`src/rtl/qs_pkg.sv`:
```
// qs_pkg: shared types, sizes and helpers for the qs sorter.
//   W        data word width
//   N        words per bank
//   BANKS_N  number of banks
//   w_t, addr_t, bank_id_t, bank_status_t, bank_state_t, bank_id_inc()
package qs_pkg;

   localparam int unsigned W         = 32;
   localparam int unsigned N         = 16;
   localparam int unsigned BANKS_N   = 2;
   localparam int unsigned ADDR_W    = $clog2(N);
   localparam int unsigned BANK_ID_W = (BANKS_N > 1) ? $clog2(BANKS_N) : 1;

   typedef logic [W-1:0]         w_t;
   typedef logic [ADDR_W-1:0]    addr_t;
   typedef logic [BANK_ID_W-1:0] bank_id_t;

   typedef enum logic [2:0] {
      BANK_IDLE      = 3'd0,
      BANK_LOADING   = 3'd1,
      BANK_READY     = 3'd2,
      BANK_SORTING   = 3'd3,
      BANK_SORTED    = 3'd4,
      BANK_UNLOADING = 3'd5
   } bank_status_t;

   // n is the index of the last valid word in the bank (length - 1).
   typedef struct packed {
      bank_status_t status;
      addr_t        n;
   } bank_state_t;

   // Round-robin successor, wrapping BANKS_N-1 back to 0.
   function automatic bank_id_t bank_id_inc(input bank_id_t id);
      if (id == bank_id_t'(BANKS_N - 1)) begin
         return '0;
      end
      return id + bank_id_t'(1);
   endfunction

endpackage

```
`src/rtl/qs_enq.sv`:
```
// qs_enq: ingress end of the qs sorter. Accepts a sop/eop framed packet
// stream, writes it word by word into the selected bank, marks the bank
// BANK_READY on completion and advances round-robin to the next bank.
//
// Ports
//   clk           clock
//   rst           asynchronous active-low reset
//   in_vld        input beat valid
//   in_sop        first word of packet
//   in_eop        last word of packet
//   in_dat        input word
//   in_rdy_r      beat accepted when in_vld & in_rdy_r (registered)
//   err_r         one-cycle pulse on protocol/overflow error
//   bank_idx_r    bank currently being loaded
//   bank_in       scoreboard entry of bank_idx_r
//   bank_out_vld  write bank_out to the scoreboard this cycle (combinational)
//   bank_out      updated scoreboard entry
//   wr_en_r       bank write strobe
//   wr_addr_r     bank write address
//   wr_data_r     bank write data
module qs_enq
   import qs_pkg::*;
(
   input  logic        clk,
   input  logic        rst,
   input  logic        in_vld,
   input  logic        in_sop,
   input  logic        in_eop,
   input  w_t          in_dat,
   output logic        in_rdy_r,
   output logic        err_r,
   output bank_id_t    bank_idx_r,
   input  bank_state_t bank_in,
   output logic        bank_out_vld,
   output bank_state_t bank_out,
   output logic        wr_en_r,
   output addr_t       wr_addr_r,
   output w_t          wr_data_r
);

   typedef enum logic [1:0] {
      StIdle,
      StLoad,
      StDiscard,
      StCommit
   } fsm_t;

   localparam addr_t LastAddr = addr_t'(N - 1);

   fsm_t     state_q, state_d;
   addr_t    wr_ptr_q, wr_ptr_d;
   addr_t    n_q, n_d;
   // A bank holds a truncated packet that must still be committed.
   logic     open_q, open_d;
   bank_id_t bank_idx_d;
   logic     in_rdy_d;
   logic     err_d;
   logic     wr_en_d;
   addr_t    wr_addr_d;
   w_t       wr_data_d;
   logic     accept;

   // The entry's n field carries no information for the ingress side.
   logic     unused_bank_n;
   assign unused_bank_n = ^bank_in.n;

   assign accept = in_vld & in_rdy_r;

   always_comb begin
      state_d         = state_q;
      wr_ptr_d        = wr_ptr_q;
      n_d             = n_q;
      open_d          = open_q;
      bank_idx_d      = bank_idx_r;
      err_d           = 1'b0;
      wr_en_d         = 1'b0;
      wr_addr_d       = wr_addr_r;
      wr_data_d       = wr_data_r;
      bank_out_vld    = 1'b0;
      bank_out.status = BANK_LOADING;
      bank_out.n      = n_q;

      unique case (state_q)
         StIdle: begin
            if (accept) begin
               if (in_sop) begin
                  wr_en_d      = 1'b1;
                  wr_addr_d    = '0;
                  wr_data_d    = in_dat;
                  wr_ptr_d     = addr_t'(1);
                  n_d          = '0;
                  open_d       = 1'b1;
                  bank_out.n   = '0;
                  bank_out_vld = 1'b1;
                  state_d      = in_eop ? StCommit : StLoad;
               end else begin
                  // Headless beat: drop it and everything up to its eop.
                  err_d = 1'b1;
                  if (!in_eop) begin
                     state_d = StDiscard;
                  end
               end
            end
         end
         StLoad: begin
            if (accept) begin
               wr_en_d      = 1'b1;
               wr_addr_d    = wr_ptr_q;
               wr_data_d    = in_dat;
               n_d          = wr_ptr_q;
               bank_out.n   = wr_ptr_q;
               bank_out_vld = 1'b1;
               wr_ptr_d     = wr_ptr_q + addr_t'(1);
               // A stray sop mid-packet is flagged but kept as data.
               if (in_sop) begin
                  err_d = 1'b1;
               end
               if (in_eop) begin
                  state_d = StCommit;
               end else if (wr_ptr_q == LastAddr) begin
                  // Bank full: truncate here, commit once the tail is drained.
                  err_d   = 1'b1;
                  state_d = StDiscard;
               end
            end
         end
         StDiscard: begin
            if (accept && in_eop) begin
               state_d = open_q ? StCommit : StIdle;
            end
         end
         StCommit: begin
            bank_out.status = BANK_READY;
            bank_out_vld    = 1'b1;
            bank_idx_d      = bank_id_inc(bank_idx_r);
            wr_ptr_d        = '0;
            open_d          = 1'b0;
            state_d         = StIdle;
         end
         default: begin
            state_d = StIdle;
         end
      endcase

      // Ready in IDLE is only granted after a full IDLE cycle, so bank_in
      // already reflects the newly selected bank after a commit.
      if ((state_d == StLoad) || (state_d == StDiscard)) begin
         in_rdy_d = 1'b1;
      end else if ((state_d == StIdle) && (state_q == StIdle)) begin
         in_rdy_d = (bank_in.status == BANK_IDLE);
      end else begin
         in_rdy_d = 1'b0;
      end
   end

   always_ff @(posedge clk or negedge rst) begin
      if (!rst) begin
         state_q    <= StIdle;
         wr_ptr_q   <= '0;
         n_q        <= '0;
         open_q     <= 1'b0;
         bank_idx_r <= '0;
         in_rdy_r   <= 1'b0;
         err_r      <= 1'b0;
         wr_en_r    <= 1'b0;
         wr_addr_r  <= '0;
         wr_data_r  <= '0;
      end else begin
         state_q    <= state_d;
         wr_ptr_q   <= wr_ptr_d;
         n_q        <= n_d;
         open_q     <= open_d;
         bank_idx_r <= bank_idx_d;
         in_rdy_r   <= in_rdy_d;
         err_r      <= err_d;
         wr_en_r    <= wr_en_d;
         wr_addr_r  <= wr_addr_d;
         wr_data_r  <= wr_data_d;
      end
   end

endmodule

```
`config.mk`:
```
export PLATFORM = sky130hd
export DESIGN_NAME = qs_enq
export DESIGN_NICKNAME = d
export VERILOG_FILES = /design/src/rtl/qs_pkg.sv /design/src/rtl/qs_enq.sv
export SDC_FILE = /design/constraint.sdc
export NUM_CORES = 1
export LEC_CHECK = 0
export ABC_AREA = 1
export BUFFER_PORTS_ARGS = -buffer_cell sky130_fd_sc_hd__buf_2
export CAP_MARGIN = 5
export CORE_UTILIZATION = 48
export DETAILED_ROUTE_END_ITERATION = 8
export PLACE_DENSITY = 0.86
export SKIP_CTS_REPAIR_TIMING = 1
export SYNTH_ARGS = -nofsm -noshare
export SYNTH_HDL_FRONTEND = slang
export SYNTH_SLANG_ARGS = --single-unit
```
`constraint.sdc`:
```
create_clock -name clk -period 2.5 [get_ports clk]
set_input_delay 0.5 -clock clk [delete_from_list [all_inputs] [get_ports clk]]
set_output_delay 0.5 -clock clk [all_outputs]
set_load 0.05 [all_outputs]
```
Word-level counts from Yosys, hierarchy flattened --
Index checks and enable logic that the tools add are counted.
Storage, ports and cells: output and inout port bits 48, RAM bits 0, input port bits 44, bits in registers 51, bits in latches 0, memories kept 0, memory bits (read-only) 0
Cells by class: div/mod/pow operators 0, bitwise gates (word level) 1, $mul 0, muxes and demuxes 47, $lt $le $gt $ge 0, reduce and logical (&&, ||, !) cells 12, shift operators 0, add/sub/neg operators 2, equal/unequal tests 9
Operators by type and width (count):
- 2-to-1 mux 32 bit | 3
- case mux 32 bit (2 select lines) | 1
- 2-to-1 mux 4 bit | 9
- 2-to-1 mux 2 bit | 10
- 2-to-1 mux 1 bit | 16
- case mux 4 bit (2 select lines) | 2
- case mux 4 bit (3 select lines) | 1
- case mux 2 bit (4 select lines) | 1
- AND reduction 4 bit | 2
- == test 2 bit (second input constant) | 3
- != test 2 bit (second input constant) | 3
- case mux 1 bit (2 select lines) | 3
- adder 4 x 1 -> 4 bit (second input constant) | 1
- == test 2 x 1 -> 1 bit (second input constant) | 2
- == test 4 bit (second input constant) | 1
- logical NOT 2 bit | 2
- nonzero test 2 bit | 2
- logical NOT 3 bit | 1
- case mux 1 bit (3 select lines) | 1
- AND reduction 3 bit | 1
- nonzero test 3 bit | 1
- logical AND 1 bit | 2
- adder 1 bit (second input constant) | 1
- bitwise AND 1 bit | 1
- logical OR 1 bit | 1

Depth between registers and ports, before layout --
word-level depth 9, depth in mapped cells 11, mapped depth without buffers 11

Least setup slack after synthesis --
No wires, ideal clock.
path kind register -> output, start point register state_q[1], end point output bank_out[0] in the netlist's numbering, cell stages (with the launch flop) 7, slack -53 ps, arrival 2053 ps, cell sequence dfrtp_1 inv_1 ha_1 buf_2 buf_1 nand3_1 a21oi_1
RTL lines:
- start: declaration | line qs_enq.sv:50 | fsm_t state_q, state_d;
- start signal: assignment | line qs_enq.sv:158 | state_q <= StIdle;
- start signal: assignment | line qs_enq.sv:169 | state_q <= state_d;
- end: declaration | line qs_enq.sv:35 | output bank_state_t bank_out,

==> impl_metrics.yaml <==
outcome:
  status: "finished clean"
sta:
  hold_viol_final: 0
  slew_viol_final: 0
  hold_slack_ns: 0.140
  clock.fmax_mhz: 425
  layout_setup_ws_ns: 0.146
  fin_worst_skew_ns: 0.00722
  setup_viol: 0
  min_period_ns: 2.35
  fin_crit_sh_pct: 94.1
  fin_setup_tns_ns: 0
cts:
  clkTransAtPathRegs_ns: 0.09
  cts-root-buf: "clkbuf_8"
  clock_latency_ns: 0.30
  h-tree-depth: 2
  ctsLongestPathBuffers: 2
  clkSinkCount: 51
  tritoncts: "yes"
  cts_buffers: 5
floorplanning:
  io_pins: 92
  start_util_pct: 50.1
  chipWidth_um: 72.4
  dieHeight_um: 72.4
  rows: 25
  fp.coreArea_mm2: 0.00475
  dieArea_mm2: 0.00524
synth:
  synth_compound_area_share_pct: 7.36
  synth_top_area_share_pct: 53.6
  ys_ff_latch: 51
  muxShareOfSynthArea_pct: 0
  yosys_warnings: 0
  ys_seq_area_share_pct: 53.6
  syn-num-nets: 332
  syn_avg_cell_area_um2: 8.44
  syn_area_mm2: 0.00238
  synthAdderAreaFrac_pct: 3.15
  synth_xor_area_share_pct: 0.736
  synth_simple_gate_area_share_pct: 27.3
  synth_top_family_by_area: "simple AND/OR/NAND/NOR gates"
  synthCells: 282
  synth_top_area_cell: "dfrtp_1"
  synth_cell_types: 26
  synth_area_leaders: "dfrtp_1, nand2_1, nand3_1, a21oi_1, ha_1"
drt:
  drt-pass1-iter-count: 4
  wl_um: 5450
  postRouteAntennaNets: 0
  dr.first_iter.drc_count: 81
  vias_per_cell: 4.98
  avgRoutedWirePerCell_um: 12.5
  num_vias: 2165
  drc: 0
final_layout:
  layout-drive-gt1-share_pct: 32.9
  final_cell_mix: "nand2_1, buf_2, dfrtp_1"
  nets: 417
  final_cell_count_no_fill: 435
  antenna_cells: 0
  multi_input_area_um2: 973
  area_growth_pct: 25.8
  mostFrequentLayoutCell: "nand2_1"
  ff_latch_area_mm2: 0.00128
  nFillCells: 438
global_routing:
  gr-total-overflow: 0
  grt_pass1_wl_um: 8750
  grt_pass1_vias: 1922
  grt_max_degree: 36
  track_usage_pct: 21.3
  antenna_found_initial: 0
critical_path:
  critPathMaxFanout: 8
  cp_cell_sequence: "inv_2 -> ha_4 -> nor2_1 -> a21oi_4 -> nand2_2 -> a21oi_2 -> a21oi_2 -> clkbuf_4"
  rr_startpoint: "in_rdy_r"
  crit_required_ns: 2.00
  crit_top_cell: "a21oi_2"
  crit_type: "reg2out"
  cp_slowest_cell: "dfrtp_1"
  cp-end-kind: "output pin"
  critPathArrivalTime_ns: 1.85
  worst_setup_path_start_kind: "flop"
  cpPeakStageDelay_ns: 0.42
  crit_start: "state_q[1]"
flow_run:
  max-cap-violations: 0
place:
  post-place-ws_ns: 0.253
  dp_hpwl_um: 3900
  io_buffer_count: 86
  dp.cells: 427
  place.gp.congestion: 0.880
hold_path:
  hold_path.class: "in2async"
## layout make-up
| cell class | instances | area share, % |
|---|---|---|
| Sequential cell | 51 | 42.7 |
| Multi-Input combinational cell | 194 | 32.5 |
| Clock buffer | 6 | 2.42 |
| Clock inverter | 2 | 0.418 |
| Tap cell | 67 | 2.80 |
| Timing Repair Buffer | 94 | 16.5 |
| Inverter | 21 | 2.63 |
## per-stage QoR
step                util [%]  area, um^2
global placement        60.3        2870
global route            63.0        2990
CTS                     62.1        2950
finish                  63.0        2990
detailed placement      60.3        2870
floorplan                  -        2390
## worst max-delay path: cells and delay by family, from the launching register on
| family | cells | cell delay (ns) |
|---|---|---|
| compound gates | 3 | 0.25 |
| fa+ha+maj | 1 | 0.20 |
| buf+inv | 2 | 0.36 |
| flops | 1 | 0.42 |
| simple gates | 2 | 0.34 |
## metal layers
metal,GRT usage [%],up-vias,part of all wire [%]
met2,36.6,82,48
met4,5.23,0,1.2
li1,-,1070,-
met5,0,-,0
met1,27.5,1006,45
met3,4.72,7,5.8
## path summary, 6_finish.rpt
path / to / slack (ns) / cells past startpoint
setup / recovery: bank_out[3] / 0.15 / 8
hold / removal: wr_data_r[25] / 0.14 / 1
setup reg to reg: in_rdy_r / 0.57 / 7
hold reg to reg: bank_idx_r / 0.47 / 1
max in group asynchronous: state_q[0] / 1.76 / 2
min in group clk: wr_data_r[22] / 0.43 / 3
## sequential cells by signal, indices dropped and copies added (netlist names)
name and count:
wr_data_r 32, n_q 4, wr_addr_r 4, wr_ptr_q 4, state_q 2, bank_idx_r 1, err_r 1, in_rdy_r 1
open_q 1, wr_en_r 1
## cell families after synthesis
group | count (synthesis)
other | 1
DFF | 51
buffers and inverters | 37
and+or+nand+nor | 154
adders and majority gates | 6
xor gates and xnor gates | 2
AOI/OAI and AO/OA | 31
## synthesized netlist by cell type (all sizes together)
master / number
nand2: 99
dfrtp: 51
nand3: 45
inv: 21
a21oi: 17
buf: 14
o21ai: 12
nor2: 8
ha: 6
clkbuf: 2
a31o: 1
a31oi: 1
conb: 1
nand4: 1
nor3: 1
xnor2: 1
xor2: 1
Power is left out: the tool's default activity adds up to more than one toggle a clock period on the data nets, which glitch-free logic cannot reach.
